===== config.mk =====
export PLATFORM = sky130hd
export DESIGN_NAME = dispatch_resend_ctrl
export DESIGN_NICKNAME = d
export VERILOG_FILES = /design/src/rtl/dispatch_pkg.sv /design/src/rtl/dispatch_key_tbl.sv /design/src/rtl/dispatch_resend_ctrl.sv
export SDC_FILE = /design/constraint.sdc
export NUM_CORES = 1
export LEC_CHECK = 0
export BUFFER_PORTS_ARGS = -buffer_cell sky130_fd_sc_hd__buf_4
export CORE_MARGIN = 3
export CORE_UTILIZATION = 54
export DETAILED_ROUTE_END_ITERATION = 10
export PLACE_DENSITY = 0.76
export SYNTH_ARGS = -nofsm -noshare
export SYNTH_HDL_FRONTEND = slang
export SYNTH_SLANG_ARGS = --single-unit

===== constraint.sdc =====
create_clock -name clk -period 11.4 [get_ports clk]
set_input_delay 2.28 -clock clk [delete_from_list [all_inputs] [get_ports clk]]
set_output_delay 2.28 -clock clk [all_outputs]
set_load 0.02 [all_outputs]

===== src/rtl/dispatch_pkg.sv =====
// Shared types for the go-back-N dispatch stage: FSM states and window entries.
package dispatch_pkg;

    // Widest order ID the window entry can carry; instances must use ID_W <= ID_MAX_W.
    localparam int ID_MAX_W = 16;

    typedef enum logic {
        IDLE = 1'b0,
        HOLD = 1'b1
    } state_t;

    typedef struct packed {
        logic                vld;
        logic [ID_MAX_W-1:0] id;
    } win_entry_t;

    function automatic win_entry_t make_entry(input logic vld, input logic [ID_MAX_W-1:0] id);
        win_entry_t e;
        e.vld = vld;
        e.id  = id;
        return e;
    endfunction

endpackage


===== src/rtl/dispatch_key_tbl.sv =====
// Scramble key register file: one synchronous write port, one asynchronous read port.
module dispatch_key_tbl #(
    parameter int DATA_W = 32,
    parameter int IDX_W  = 3
) (
    input  logic              clk,
    input  logic              rst,
    input  logic              we_i,
    input  logic [IDX_W-1:0]  waddr_i,
    input  logic [DATA_W-1:0] wdata_i,
    input  logic [IDX_W-1:0]  raddr_i,
    output logic [DATA_W-1:0] rdata_o
);

    localparam int DEPTH = 1 << IDX_W;

    logic [DATA_W-1:0] mem_q [DEPTH];

    always_ff @(posedge clk or posedge rst) begin
        if (rst) begin
            for (int i = 0; i < DEPTH; i++) begin
                mem_q[i] <= '0;
            end
        end else if (we_i) begin
            mem_q[waddr_i] <= wdata_i;
        end
    end

    // A read of the index being written this cycle sees the old contents.
    assign rdata_o = mem_q[raddr_i];

endmodule


===== src/rtl/dispatch_resend_ctrl.sv =====
// Go-back-N dispatch stage: scrambles and forwards beats, tracks in-flight IDs and
// drives resend requests with timeout-based re-issue and a sticky error abort.
module dispatch_resend_ctrl
    import dispatch_pkg::*;
#(
    parameter int DATA_W    = 32,
    parameter int ID_W      = 4,
    parameter int KEY_IDX_W = 3,
    parameter int WIN_DEPTH = 8,
    parameter int HOLD_TMO  = 64,
    parameter int MAX_RETRY = 3
) (
    input  logic                 clk,
    input  logic                 rst,
    input  logic                 in_vld,
    input  logic [DATA_W-1:0]    in_data,
    input  logic [KEY_IDX_W-1:0] in_key_idx,
    input  logic [ID_W-1:0]      in_id,
    input  logic                 key_we,
    input  logic [KEY_IDX_W-1:0] key_waddr,
    input  logic [DATA_W-1:0]    key_wdata,
    input  logic                 tail_i,
    output logic                 out_vld,
    output logic [DATA_W-1:0]    out_data,
    output logic [ID_W-1:0]      out_id,
    output logic                 resend_en,
    output logic [ID_W-1:0]      resend_id,
    output logic                 hold_o,
    output logic                 err_o
);

    localparam int TMO_W   = $clog2(HOLD_TMO);
    localparam int RETRY_W = (MAX_RETRY < 1) ? 1 : $clog2(MAX_RETRY + 1);
    localparam logic [TMO_W-1:0]   TMO_LAST  = TMO_W'(HOLD_TMO - 1);
    localparam logic [RETRY_W-1:0] RETRY_MAX = RETRY_W'(MAX_RETRY);

    state_t              state_q, state_d;
    logic [ID_MAX_W-1:0] hold_id_q, hold_id_d;
    logic [TMO_W-1:0]    tmo_cnt_q, tmo_cnt_d;
    logic [RETRY_W-1:0]  retry_cnt_q, retry_cnt_d;
    logic                err_q, err_d;
    logic                resend_en_q, resend_en_d;
    logic [ID_W-1:0]     resend_id_q, resend_id_d;
    logic                out_vld_q, out_vld_d;
    logic [DATA_W-1:0]   out_data_q, out_data_d;
    logic [ID_W-1:0]     out_id_q, out_id_d;
    win_entry_t          win_q [WIN_DEPTH];
    win_entry_t          win_d [WIN_DEPTH];

    logic [DATA_W-1:0]   key_rd;
    logic                id_match;
    logic                accept;
    logic                win_clr;
    logic                oldest_vld;
    logic [ID_MAX_W-1:0] oldest_id;

    dispatch_key_tbl #(
        .DATA_W (DATA_W),
        .IDX_W  (KEY_IDX_W)
    ) u_key_tbl (
        .clk     (clk),
        .rst     (rst),
        .we_i    (key_we),
        .waddr_i (key_waddr),
        .wdata_i (key_wdata),
        .raddr_i (in_key_idx),
        .rdata_o (key_rd)
    );

    assign id_match = (ID_MAX_W'(in_id) == hold_id_q);
    assign accept   = (state_q == IDLE) || id_match;

    // Oldest in-flight entry is the highest-numbered valid stage; later hits override.
    always_comb begin
        oldest_vld = 1'b0;
        oldest_id  = '0;
        for (int k = 0; k < WIN_DEPTH; k++) begin
            if (win_q[k].vld) begin
                oldest_vld = 1'b1;
                oldest_id  = win_q[k].id;
            end
        end
    end

    always_comb begin
        out_vld_d  = in_vld && accept;
        out_data_d = in_vld ? (in_data ^ key_rd) : out_data_q;
        out_id_d   = in_vld ? in_id : out_id_q;
    end

    always_comb begin
        state_d     = state_q;
        hold_id_d   = hold_id_q;
        tmo_cnt_d   = tmo_cnt_q;
        retry_cnt_d = retry_cnt_q;
        err_d       = err_q;
        resend_en_d = 1'b0;
        resend_id_d = resend_id_q;
        win_clr     = 1'b0;
        case (state_q)
            IDLE: begin
                if (tail_i && oldest_vld) begin
                    state_d     = HOLD;
                    hold_id_d   = oldest_id;
                    resend_en_d = 1'b1;
                    resend_id_d = oldest_id[ID_W-1:0];
                    tmo_cnt_d   = '0;
                    retry_cnt_d = '0;
                    win_clr     = 1'b1;
                end
            end
            HOLD: begin
                // A returning beat takes priority over a timeout in the same cycle.
                if (in_vld && id_match) begin
                    state_d     = IDLE;
                    tmo_cnt_d   = '0;
                    retry_cnt_d = '0;
                end else if (tmo_cnt_q == TMO_LAST) begin
                    tmo_cnt_d = '0;
                    if (retry_cnt_q < RETRY_MAX) begin
                        resend_en_d = 1'b1;
                        resend_id_d = hold_id_q[ID_W-1:0];
                        retry_cnt_d = retry_cnt_q + 1'b1;
                    end else begin
                        err_d       = 1'b1;
                        state_d     = IDLE;
                        retry_cnt_d = '0;
                    end
                end else begin
                    tmo_cnt_d = tmo_cnt_q + 1'b1;
                end
            end
            default: state_d = IDLE;
        endcase
    end

    always_comb begin
        win_d[0] = make_entry(in_vld && accept, ID_MAX_W'(in_id));
        for (int k = 1; k < WIN_DEPTH; k++) begin
            win_d[k] = win_q[k-1];
        end
        if (win_clr) begin
            for (int k = 0; k < WIN_DEPTH; k++) begin
                win_d[k] = '0;
            end
        end
    end

    always_ff @(posedge clk or posedge rst) begin
        if (rst) begin
            state_q     <= IDLE;
            hold_id_q   <= '0;
            tmo_cnt_q   <= '0;
            retry_cnt_q <= '0;
            err_q       <= 1'b0;
            resend_en_q <= 1'b0;
            resend_id_q <= '0;
            out_vld_q   <= 1'b0;
            out_data_q  <= '0;
            out_id_q    <= '0;
            for (int k = 0; k < WIN_DEPTH; k++) begin
                win_q[k] <= '0;
            end
        end else begin
            state_q     <= state_d;
            hold_id_q   <= hold_id_d;
            tmo_cnt_q   <= tmo_cnt_d;
            retry_cnt_q <= retry_cnt_d;
            err_q       <= err_d;
            resend_en_q <= resend_en_d;
            resend_id_q <= resend_id_d;
            out_vld_q   <= out_vld_d;
            out_data_q  <= out_data_d;
            out_id_q    <= out_id_d;
            for (int k = 0; k < WIN_DEPTH; k++) begin
                win_q[k] <= win_d[k];
            end
        end
    end

    assign out_vld   = out_vld_q;
    assign out_data  = out_data_q;
    assign out_id    = out_id_q;
    assign resend_en = resend_en_q;
    assign resend_id = resend_id_q;
    assign hold_o    = (state_q == HOLD);
    assign err_o     = err_q;

endmodule


==> parameters.txt, run 1 <==
Parameter                              Value

Status
  Result of the run ... complete, no violations

Power and ir drop
  Sequential power share ... 0.469
  Fraction of power spent switching nets ... 0.277
  Clock power frac ... 0.293
  Maximum ir drop on the vdd rail ... 0.163 mV
  Total design power ... about 3.8 mW
  Leakage power summed over all cells ... 7.77 nW
  Combinational fraction of design power ... 0.237
  Internal cell power ... 2.72 mW
  Power density over the cells ... 211 mW/mm^2
  Switching power of the nets ... 1.04 mW

Drt
  Post-detailed-route via-to-cell ratio ... 5.73
  Routed Wire Length ... 31900 um
  Vias after detailed routing ... roughly 8700
  TritonRoute pass-1 iters ... 4
  ANT nets after route ... 0
  Routed length per placed instance ... between 20 and 25 um
  First-iteration detailed-routing DRC count ... 561
  DRC ... 0

Layout
  Commonest cells after routing, fill and taps aside ... 352 x sky130_fd_sc_hd__dfrtp_1, 292 x sky130_fd_sc_hd__mux2_2, 134 x sky130_fd_sc_hd__buf_4
  Post-route cell area ... 0.0179 mm^2
  Area of the multi-input gates ... ~0.0064 mm^2
  Synth-to-layout area growth ... 15.4%
  Fill count ... roughly 2000
  Most common library cell in the layout ignoring fill and taps ... sky130_fd_sc_hd__dfrtp_1
  Share of cells above drive strength 1 ... 0.486
  Storage cell area ... 0.00881 mm^2
  Non-filler instance count after layout ... 1519
  Layout Nets ... 1198
  N_diodes ... 0

CTS
  Worst-path clk slew ... 0.06 ns
  Root buf cell ... sky130_fd_sc_hd__clkbuf_16
  CTS tree ... built
  Number of post-CTS setup repair buffers ... 0
  Number of hold buffers added after cts ... 0
  Largest buffer count on any clock path ... 3
  Number of gates resized after CTS ... 0
  Source-to-sink clock delay at the later pin of the worst-skew pair ... about 0.51 ns
  H-Tree Depth ... 2
  Number of clock buffers inserted by TritonCTS ... 37
  TritonCTS sink count ... roughly 350

Critical path
  Critical path type ... input pin to flip-flop
  Worst-path fanout max ... 44
  Critical path startpoint ... in_key_idx[0]
  Largest stage delay on the critical path ... 0.79 ns
  Startpoint of the lowest-slack register-to-register path ... win_q[16]
  Data required time of the worst path ... 11.80 ns
  CP endpoint ... out_data[11]
  Most common cell type on the critical path ... sky130_fd_sc_hd__buf_4
  Arrival time of data at the critical path endpoint ... 4.63 ns
  Cell with the largest stage delay on the worst path ... sky130_fd_sc_hd__buf_4
  Element type at the critical path start ... input pin
  Critical Path, Cell by Cell ... buf_4 > buf_4 > mux4_2 > mux2i_1 > xnor2_1 > mux2_2
  Worst r2r path cells ... 6
  Crit path capture type ... flip-flop
  Reg2reg setup slack ... 9.09 ns
  Critical R2R Capture ... hold_id_q[2]

Hold path
  Kind of path behind the tightest hold check ... flip-flop to flip-flop
  Worst hold path cell count ... 1

Floorplan
  Effective utilization at floorplan ... 0.553
  # rows ... 61
  Floorplan die area ... 0.0307 mm^2
  Die outline height ... roughly 180 um
  Width of the die ... 175 um
  Placeable core area ... 0.0280 mm^2
  Number of I/O pins ... 123

GRT
  Global-route total usage across every layer ... 0.211
  Global-route wire length before repair ... 51600 um
  Number of global-route vias before repair ... 9511
  Antenna violations before repair ... 1
  Maximum number of pins on one net before global-route repair ... 189
  Total congestion overflow ... 0

STA
  Final number of max-transition violations ... 0
  Number of endpoints failing setup at the final stage ... 0
  Setup_tns ... 0 ns
  Final worst path period need ... 4.23 ns
  Hold Violations, Final ... 0
  RSZ-0062 raised after global routing ... no
  Portion of the clock cycle consumed by the worst path in the final layout ... 0.371
  Headroom to the max-slew limit ... 0.257
  Fmax ... roughly 240 MHz
  Post-Route Skew ... 0.0249 ns
  Slew at the pin with the worst max-slew slack ... between 1 and 1.5 ns

Synthesis
  Synthesized netlist net count ... 1081
  FF+latch count, synth ... 352
  Mapped Area ... 0.0155 mm^2
  Seq/Total Area, Yosys ... 0.569
  Cells after synthesis ... 1000
  Number of library cell types mapped by synthesis ... 43
  Yosys Warn Count ... 0
  Synthesized area divided by synthesized cell count ... about 15 um^2

Placement
  Placed Cells ... 1456
  I/O Buffers ... 122
  Placed wire-length estimate ... 18300 um
  Final weighted congestion in routability-driven placement ... 0.768
  Placement-stage cell area ... 0.0168 mm^2

Run
  Maxcap violations ... 0
## kinds of logic after synthesis
group           synth area share
buf+inv                   0.0175
fa+ha+maj                0.00162
simple gates              0.0380
xor+xnor                  0.0209
mux                        0.329
flops                      0.569
compound gates            0.0239
## power groups by stage
stage | registers (mW) | clock network, mW | logic, mW
global placement | 1.77 | 0 | 0.869
CTS | 1.77 | 1.13 | 0.906
floorplan | 1.79 | 0 | 0.614
detailed placement | 1.79 | 0 | 0.901
finish | 1.77 | 1.10 | 0.894
global route | 1.81 | 1.18 | 0.981
## registers in the layout, indices dropped and copies added (netlist names)
signal / cells
u_key_tbl.mem_q: 256
resend_en: 1
resend_id: 4
out_data: 32
win_q: 40
retry_cnt_q: 2
out_id: 4
tmo_cnt_q: 6
out_vld: 1
hold_id_q: 4
hold_o: 1
err_o: 1
## synth_stat cells
| master | number | area, um^2 |
|---|---|---|
| sky130_fd_sc_hd__a211o_1 | 2 | 17.5 |
| sky130_fd_sc_hd__a21o_1 | 2 | 15.0 |
| sky130_fd_sc_hd__a221o_1 | 3 | 30.0 |
| sky130_fd_sc_hd__a221oi_1 | 8 | 70.1 |
| sky130_fd_sc_hd__a22o_1 | 10 | 87.6 |
| sky130_fd_sc_hd__and2_1 | 36 | 225 |
| sky130_fd_sc_hd__and3_1 | 2 | 12.5 |
| sky130_fd_sc_hd__buf_1 | 7 | 26.3 |
| sky130_fd_sc_hd__buf_2 | 14 | 70.1 |
| sky130_fd_sc_hd__buf_6 | 1 | 11.3 |
| sky130_fd_sc_hd__clkbuf_1 | 34 | 128 |
| sky130_fd_sc_hd__clkbuf_2 | 1 | 5.00 |
| sky130_fd_sc_hd__dfrtp_1 | 352 | 8810 |
| sky130_fd_sc_hd__ha_1 | 2 | 25.0 |
| sky130_fd_sc_hd__inv_1 | 8 | 30.0 |
| sky130_fd_sc_hd__mux2_1 | 4 | 45.0 |
| sky130_fd_sc_hd__mux2_2 | 292 | 3290 |
| sky130_fd_sc_hd__mux2i_1 | 32 | 320 |
| sky130_fd_sc_hd__mux4_2 | 64 | 1440 |
| sky130_fd_sc_hd__nand2_1 | 19 | 71.3 |
| sky130_fd_sc_hd__nand2b_1 | 2 | 12.5 |
| sky130_fd_sc_hd__nand3_1 | 4 | 20.0 |
| sky130_fd_sc_hd__nand4_1 | 1 | 6.26 |
| sky130_fd_sc_hd__nand4b_1 | 3 | 26.3 |
| sky130_fd_sc_hd__nor2_1 | 16 | 60.1 |
| sky130_fd_sc_hd__nor2b_1 | 7 | 43.8 |
| sky130_fd_sc_hd__nor3_1 | 3 | 15.0 |
| sky130_fd_sc_hd__nor3b_1 | 4 | 30.0 |
| sky130_fd_sc_hd__o211ai_1 | 1 | 7.51 |
| sky130_fd_sc_hd__o21ai_0 | 10 | 50.1 |
| sky130_fd_sc_hd__o21ai_2 | 1 | 8.76 |
| sky130_fd_sc_hd__o22ai_1 | 1 | 6.26 |
| sky130_fd_sc_hd__o2bb2ai_1 | 1 | 8.76 |
| sky130_fd_sc_hd__o311ai_0 | 4 | 35.0 |
| sky130_fd_sc_hd__o31ai_2 | 1 | 12.5 |
| sky130_fd_sc_hd__o31ai_4 | 1 | 21.3 |
| sky130_fd_sc_hd__or2_1 | 1 | 6.26 |
| sky130_fd_sc_hd__or2_2 | 2 | 12.5 |
| sky130_fd_sc_hd__or2b_1 | 1 | 7.51 |
| sky130_fd_sc_hd__or3_1 | 5 | 31.3 |
| sky130_fd_sc_hd__or4_1 | 1 | 7.51 |
| sky130_fd_sc_hd__xnor2_1 | 36 | 315 |
| sky130_fd_sc_hd__xor2_1 | 1 | 8.76 |
## final cells by class
type	count	share of cell area
flip-flops and latches	352	0.493
clock inverters	10	0.00336
well taps	378	0.0265
clock buffers	53	0.0585
inverters	8	0.00189
multi-input cells	583	0.359
repair buffers	135	0.0574
## critical path: cells and delay by family
family / cells / cell delay (ns)
mux: 3 / 1.09
xor+xnor: 1 / 0.08
buf+inv: 2 / 1.16
## per-stage QoR
stage / setup slack (ns) / util / hold WS, ns
6_report: 7.17 / 0.638 / 0.467
3_5_place_dp: 6.57 / 0.598 / 0.456
5_1_grt: 6.93 / 0.638 / 0.488
2_1_floorplan: 4.41 / - / 0.453
4_1_cts: 7.11 / 0.638 / 0.470
3_3_place_gp: 6.60 / 0.598 / 0.449
## worst min-delay path by stage
stage,startpoint,endpoint,slack [ns]
floorplan,win_q[119],win_q[102],0.45
global route,err_o,err_o,0.49
finish,err_o,err_o,0.47
global placement,err_o,err_o,0.45
detailed placement,err_o,err_o,0.46
CTS,err_o,err_o,0.47
## layer usage
metal | part of all wire | GRT usage | up-vias
met2 | 0.50 | 0.355 | 172
li1 | - | - | 3903
met1 | 0.44 | 0.291 | 4583
met4 | 0.022 | 0.0572 | 2
met3 | 0.039 | 0.0331 | 51
met5 | 0.00063 | 0 | -
Power figures use the tool's default switching activity.
==> inputs of run 2 (changes only) <==
--- a/config.mk
+++ b/config.mk
@@ -7,9 +7,9 @@
 export LEC_CHECK = 0
 export BUFFER_PORTS_ARGS = -buffer_cell sky130_fd_sc_hd__buf_4
 export CORE_MARGIN = 3
-export CORE_UTILIZATION = 54
+export CORE_UTILIZATION = 60
 export DETAILED_ROUTE_END_ITERATION = 10
-export PLACE_DENSITY = 0.76
+export PLACE_DENSITY = 0.8
 export SYNTH_ARGS = -nofsm -noshare
 export SYNTH_HDL_FRONTEND = slang
 export SYNTH_SLANG_ARGS = --single-unit
==> constraint.sdc (replaced) <==
create_clock -name clk -period 4.15 [get_ports clk]
set_input_delay 0.83 -clock clk [delete_from_list [all_inputs] [get_ports clk]]
set_output_delay 0.83 -clock clk [all_outputs]
set_load 0.02 [all_outputs]
==> parameters.txt, run 2 (same netlist as run 1, synthesis figures left out) <==
Parameter                              Value

CTS
  H-Tree Depth ... 2
  Number of post-CTS setup repair buffers ... 0
  Worst-path clk slew ... 0.06 ns
  CTS tree ... built
  Number of hold buffers added after cts ... 0
  Root buf cell ... sky130_fd_sc_hd__clkbuf_16
  TritonCTS sink count ... 352
  Number of clock buffers inserted by TritonCTS ... 36
  Source-to-sink clock delay at the later pin of the worst-skew pair ... 0.51 ns
  Number of gates resized after CTS ... 0
  Largest buffer count on any clock path ... 3

GRT
  Antenna violations before repair ... 1
  Total congestion overflow ... 0
  Global-route wire length before repair ... 51500 um
  Global-route total usage across every layer ... 0.230
  Number of global-route vias before repair ... 9520
  Maximum number of pins on one net before global-route repair ... 111

Critical path
  Reg2reg setup slack ... about 1.5 ns
  Crit path capture type ... flip-flop
  Element type at the critical path start ... flip-flop
  Data required time of the worst path ... 4.53 ns
  Critical path type ... flip-flop to flip-flop
  Arrival time of data at the critical path endpoint ... roughly 3.0 ns
  Worst-path fanout max ... 19

STA
  Hold Violations, Final ... 0
  Minimum hold slack ... 0.467 ns
  Headroom to the max-slew limit ... 0.437
  Fin worst setup slack ... 1.54 ns
  Portion of the clock cycle consumed by the worst path in the final layout ... 0.628
  Slew at the pin with the worst max-slew slack ... 0.844 ns
  Final number of max-transition violations ... 0
  Post-Route Skew ... 0.0128 ns
  Number of endpoints failing setup at the final stage ... 0
  Fmax ... roughly 380 MHz
  Setup_tns ... 0 ns
  Final worst path period need ... 2.61 ns
  RSZ-0062 raised after global routing ... no

Drt
  Routed length per placed instance ... 21.4 um
  Routed Wire Length ... 31600 um
  Post-detailed-route via-to-cell ratio ... 5.97
  Vias after detailed routing ... 8817
  DRC ... 0
  ANT nets after route ... 0
  First-iteration detailed-routing DRC count ... between 500 and 600
  TritonRoute pass-1 iters ... 5

Layout
  Commonest cells after routing, fill and taps aside ... 352 x sky130_fd_sc_hd__dfrtp_1, 292 x sky130_fd_sc_hd__mux2_2, 137 x sky130_fd_sc_hd__buf_4
  Register ranked first by flip-flop count ... u_key_tbl.mem_q
  Layout Nets ... 1203
  Synth-to-layout area growth ... 16.5%
  Area of the multi-input gates ... approximately 0.0064 mm^2
  Fill count ... 1697
  Most common library cell in the layout ignoring fill and taps ... sky130_fd_sc_hd__dfrtp_1
  Share of cells above drive strength 1 ... 0.491
  Storage cell area ... around 0.009 mm^2
  Flip-flop count of the largest register, all copies and words added ... about 260

Floorplan
  Effective utilization at floorplan ... 0.613
  Floorplan die area ... between 0.02 and 0.03 mm^2
  Number of I/O pins ... 123
  Placeable core area ... 0.0253 mm^2
  Die outline height ... about 170 um
  # rows ... 58
  Width of the die ... roughly 170 um

Run
  Maxcap violations ... 0

Placement
  I/O Buffers ... 122
  Placed wire-length estimate ... 18400 um
  Pre-CTS worst setup slack ... 1.21 ns
  Final weighted congestion in routability-driven placement ... 0.779

Power and ir drop
  Power density over the cells ... 593 mW/mm^2
  Leakage power summed over all cells ... 7.88 nW
  Total design power ... 10.7 mW
  Maximum ir drop on the vdd rail ... 0.430 mV

Hold path
  Kind of path behind the tightest hold check ... flip-flop to flip-flop

Status
  Result of the run ... complete, no violations
## run 2: layout make-up
| class | instances | share of cell area |
|---|---|---|
| antenna | 1 | 0.000139 |
| clock buffer | 54 | 0.0610 |
| clock inverter | 7 | 0.00784 |
| inverter | 8 | 0.00187 |
| multi-input combinational | 583 | 0.356 |
| sequential | 352 | 0.489 |
| tap | 330 | 0.0229 |
| timing repair buffer | 141 | 0.0615 |
## run 2: critical path: stages, from the launching register on
cell and delay (ns):
sky130_fd_sc_hd__dfrtp_1 0.47, sky130_fd_sc_hd__or4_1 0.56, sky130_fd_sc_hd__o31ai_2 0.31, sky130_fd_sc_hd__or2_1 0.57, sky130_fd_sc_hd__o31ai_4 0.21, sky130_fd_sc_hd__mux2_1 0.35
## run 2: path summary, 6_finish.rpt
check                           from                   end  cells after the start
setup reg to reg           win_q[16]          resend_id[0]                      5
max in group asynchronous        rst              win_q[3]                      3
hold / removal                 err_o                 err_o                      1
min in group asynchronous        rst  u_key_tbl.mem_q[230]                      2
setup / recovery           win_q[16]          resend_id[0]                      5
hold reg to reg                err_o                 err_o                      1
## run 2: power by group
group | internal, mW | leakage, nW | switching [mW] | total (mW)
Clock | 2.08 | 0.613 | 1.28 | 3.36
Combinational | 1.41 | 3.01 | 1.06 | 2.47
Sequential | 4.33 | 4.26 | 0.538 | 4.86
## run 2: stage by stage
step / std cells / instance area, um^2 / utilization
after floorplan: 1000 / 15500 / -
after global placement: 1414 / 16800 / 0.665
after detailed placement: 1414 / 16800 / 0.665
after CTS: 1475 / 18000 / 0.714
after global routing: 1476 / 18000 / 0.714
final: 1476 / 18000 / 0.714
## run 2: per-layer routing
layer / GRT usage / up-vias / part of all wire
met2: 0.395 / 148 / 0.51
met5: 0 / - / 0
met3: 0.0344 / 45 / 0.032
li1: - / 3914 / -
met1: 0.313 / 4710 / 0.44
met4: 0.0617 / 0 / 0.019
==> inputs of run 3 (changes only) <==
--- a/config.mk
+++ b/config.mk
@@ -7,9 +7,9 @@
 export LEC_CHECK = 0
 export BUFFER_PORTS_ARGS = -buffer_cell sky130_fd_sc_hd__buf_4
 export CORE_MARGIN = 3
-export CORE_UTILIZATION = 60
+export CORE_UTILIZATION = 54
 export DETAILED_ROUTE_END_ITERATION = 10
-export PLACE_DENSITY = 0.8
+export PLACE_DENSITY = 0.76
 export SYNTH_ARGS = -nofsm -noshare
 export SYNTH_HDL_FRONTEND = slang
 export SYNTH_SLANG_ARGS = --single-unit
==> constraint.sdc (replaced) <==
create_clock -name clk -period 2.35 [get_ports clk]
set_input_delay 0.47 -clock clk [delete_from_list [all_inputs] [get_ports clk]]
set_output_delay 0.47 -clock clk [all_outputs]
set_load 0.02 [all_outputs]
==> parameters.txt, run 3 (same netlist as run 1, synthesis figures left out) <==
Parameter                              Value

Placement
  Placed wire-length estimate ... about 19000 um
  Final weighted congestion in routability-driven placement ... 0.777
  I/O Buffers ... around 120
  Pre-CTS worst setup slack ... 0.200 ns

CTS
  TritonCTS sink count ... 352
  Root buf cell ... sky130_fd_sc_hd__clkbuf_16
  Number of hold buffers added after cts ... 0
  Largest buffer count on any clock path ... 3
  H-Tree Depth ... 2
  CTS tree ... built
  Source-to-sink clock delay at the later pin of the worst-skew pair ... about 0.52 ns
  Number of clock buffers inserted by TritonCTS ... 38
  Worst-path clk slew ... 0.06 ns
  Number of gates resized after CTS ... 0
  Number of post-CTS setup repair buffers ... 0

Drt
  Metal1 wirelength ... roughly 14000 um
  Vias after detailed routing ... 8810
  DRC ... 0
  Post-detailed-route via-to-cell ratio ... 5.69
  First-iteration detailed-routing DRC count ... between 400 and 500
  Wire length on met3 ... 1400 um
  TritonRoute pass-1 iters ... 5
  ANT nets after route ... 0
  Routed length per placed instance ... 20.4 um
  Uppermost metal layer occupied by signal nets ... met5
  Routed Wire Length ... 31500 um
  Routed wl met2 ... roughly 16000 um

Floorplan
  Effective utilization at floorplan ... 0.553
  Die outline height ... roughly 180 um
  Placeable core area ... ~0.028 mm^2
  Width of the die ... 175 um
  Number of I/O pins ... 123
  Floorplan die area ... 0.0307 mm^2
  # rows ... 61

Critical path
  Worst path buffer plus inverter count ... 1
  Arrival time of data at the critical path endpoint ... 2.45 ns
  Element type at the critical path start ... flip-flop
  Data required time of the worst path ... 2.75 ns
  Largest stage delay on the critical path ... around 0.52 ns
  Largest delay contributor family on the critical path ... simple AND/OR/NAND/NOR gates
  Critical path type ... flip-flop to flip-flop
  Critical Path, Cell by Cell ... or4_1 > o31ai_2 > or2_1 > buf_4 > nor2_1 > a22o_1
  Crit path capture type ... flip-flop
  Worst-path fanout max ... 18
  Cell with the largest stage delay on the worst path ... sky130_fd_sc_hd__or4_1

GRT
  Global-route total usage across every layer ... 0.208
  Antenna violations before repair ... 2
  Number of global-route vias before repair ... around 9400
  Global-route wire length before repair ... 50800 um
  Maximum number of pins on one net before global-route repair ... 71
  Total congestion overflow ... 0

Status
  Result of the run ... complete, no violations

Layout
  Area of the multi-input gates ... 0.00642 mm^2
  Most common library cell in the layout ignoring fill and taps ... sky130_fd_sc_hd__dfrtp_1
  Storage cell area ... a little under 0.009 mm^2
  Flip-flop count of the largest register, all copies and words added ... 256
  Share of cells above drive strength 1 ... 0.501
  Layout Nets ... 1224
  Synth-to-layout area growth ... 19.2%
  Commonest cells after routing, fill and taps aside ... 352 x sky130_fd_sc_hd__dfrtp_1, 292 x sky130_fd_sc_hd__mux2_2, 142 x sky130_fd_sc_hd__buf_4
  Register ranked first by flip-flop count ... u_key_tbl.mem_q
  N_diodes ... 0
  Fill count ... 2010

STA
  Final worst path period need ... 2.06 ns
  Number of endpoints failing setup at the final stage ... 0
  Final number of max-transition violations ... 0
  Portion of the clock cycle consumed by the worst path in the final layout ... 0.875
  Hold Violations, Final ... 0
  RSZ-0062 raised after global routing ... no
  Headroom to the max-slew limit ... 0.551
  Setup_tns ... 0 ns
  Post-Route Skew ... ~0.016 ns
  Fmax ... around 490 MHz
  Fin worst setup slack ... between 0.2 and 0.3 ns
  Slew at the pin with the worst max-slew slack ... 0.674 ns

Run
  Maxcap violations ... 0

Power and ir drop
  Maximum ir drop on the vdd rail ... 0.574 mV
  Power density over the cells ... 1030 mW/mm^2
  Total design power ... about 19 mW
  Leakage power summed over all cells ... 8.06 nW

Hold path
  Kind of path behind the tightest hold check ... input pin to async pin
## run 3: cell type report
type                       count  share of cell area
inverter                       8             0.00183
multi-input combinational    583               0.348
sequential                   352               0.477
clock inverter                11             0.00583
clock buffer                  57              0.0638
timing repair buffer         160              0.0773
tap                          378              0.0256
## run 3: worst paths after layout
kind                       slack [ns]              endpoint  startpoint  cells past startpoint
min in group clk                 0.22            win_q[121]    in_id[2]                      2
max in group asynchronous        1.57  u_key_tbl.mem_q[214]         rst                      3
setup / recovery                 0.29          hold_id_q[3]  win_q[135]                      6
hold / removal                   0.04   u_key_tbl.mem_q[69]         rst                      2
setup reg to reg                 0.29          hold_id_q[3]  win_q[135]                      6
hold reg to reg                  0.48             win_q[35]   win_q[52]                      1
## run 3: layer usage
metal  vias to the layer above  track usage
li1                       3964            -
met1                      4640        0.280
met2                       159        0.358
met3                        43       0.0396
met4                         4       0.0422
met5                         -            0
## run 3: stage by stage
stage	std cells	hold WS [ns]	utilization	instance area, um^2
detailed placement	1481	0.460	0.613	17200
floorplan	1000	0.453	-	15500
global placement	1481	0.455	0.613	17200
finish	1549	0.0397	0.659	18400
global route	1549	0.0371	0.659	18400
CTS	1549	0.0213	0.659	18400
## run 3: where the power goes
| part | internal, mW | switching [mW] | total, mW | leakage (nW) |
|---|---|---|---|---|
| Combinational | 2.57 | 1.94 | 4.51 | 3.16 |
| Sequential | 7.64 | 0.857 | 8.50 | 4.26 |
| Clock | 3.67 | 2.30 | 5.98 | 0.638 |
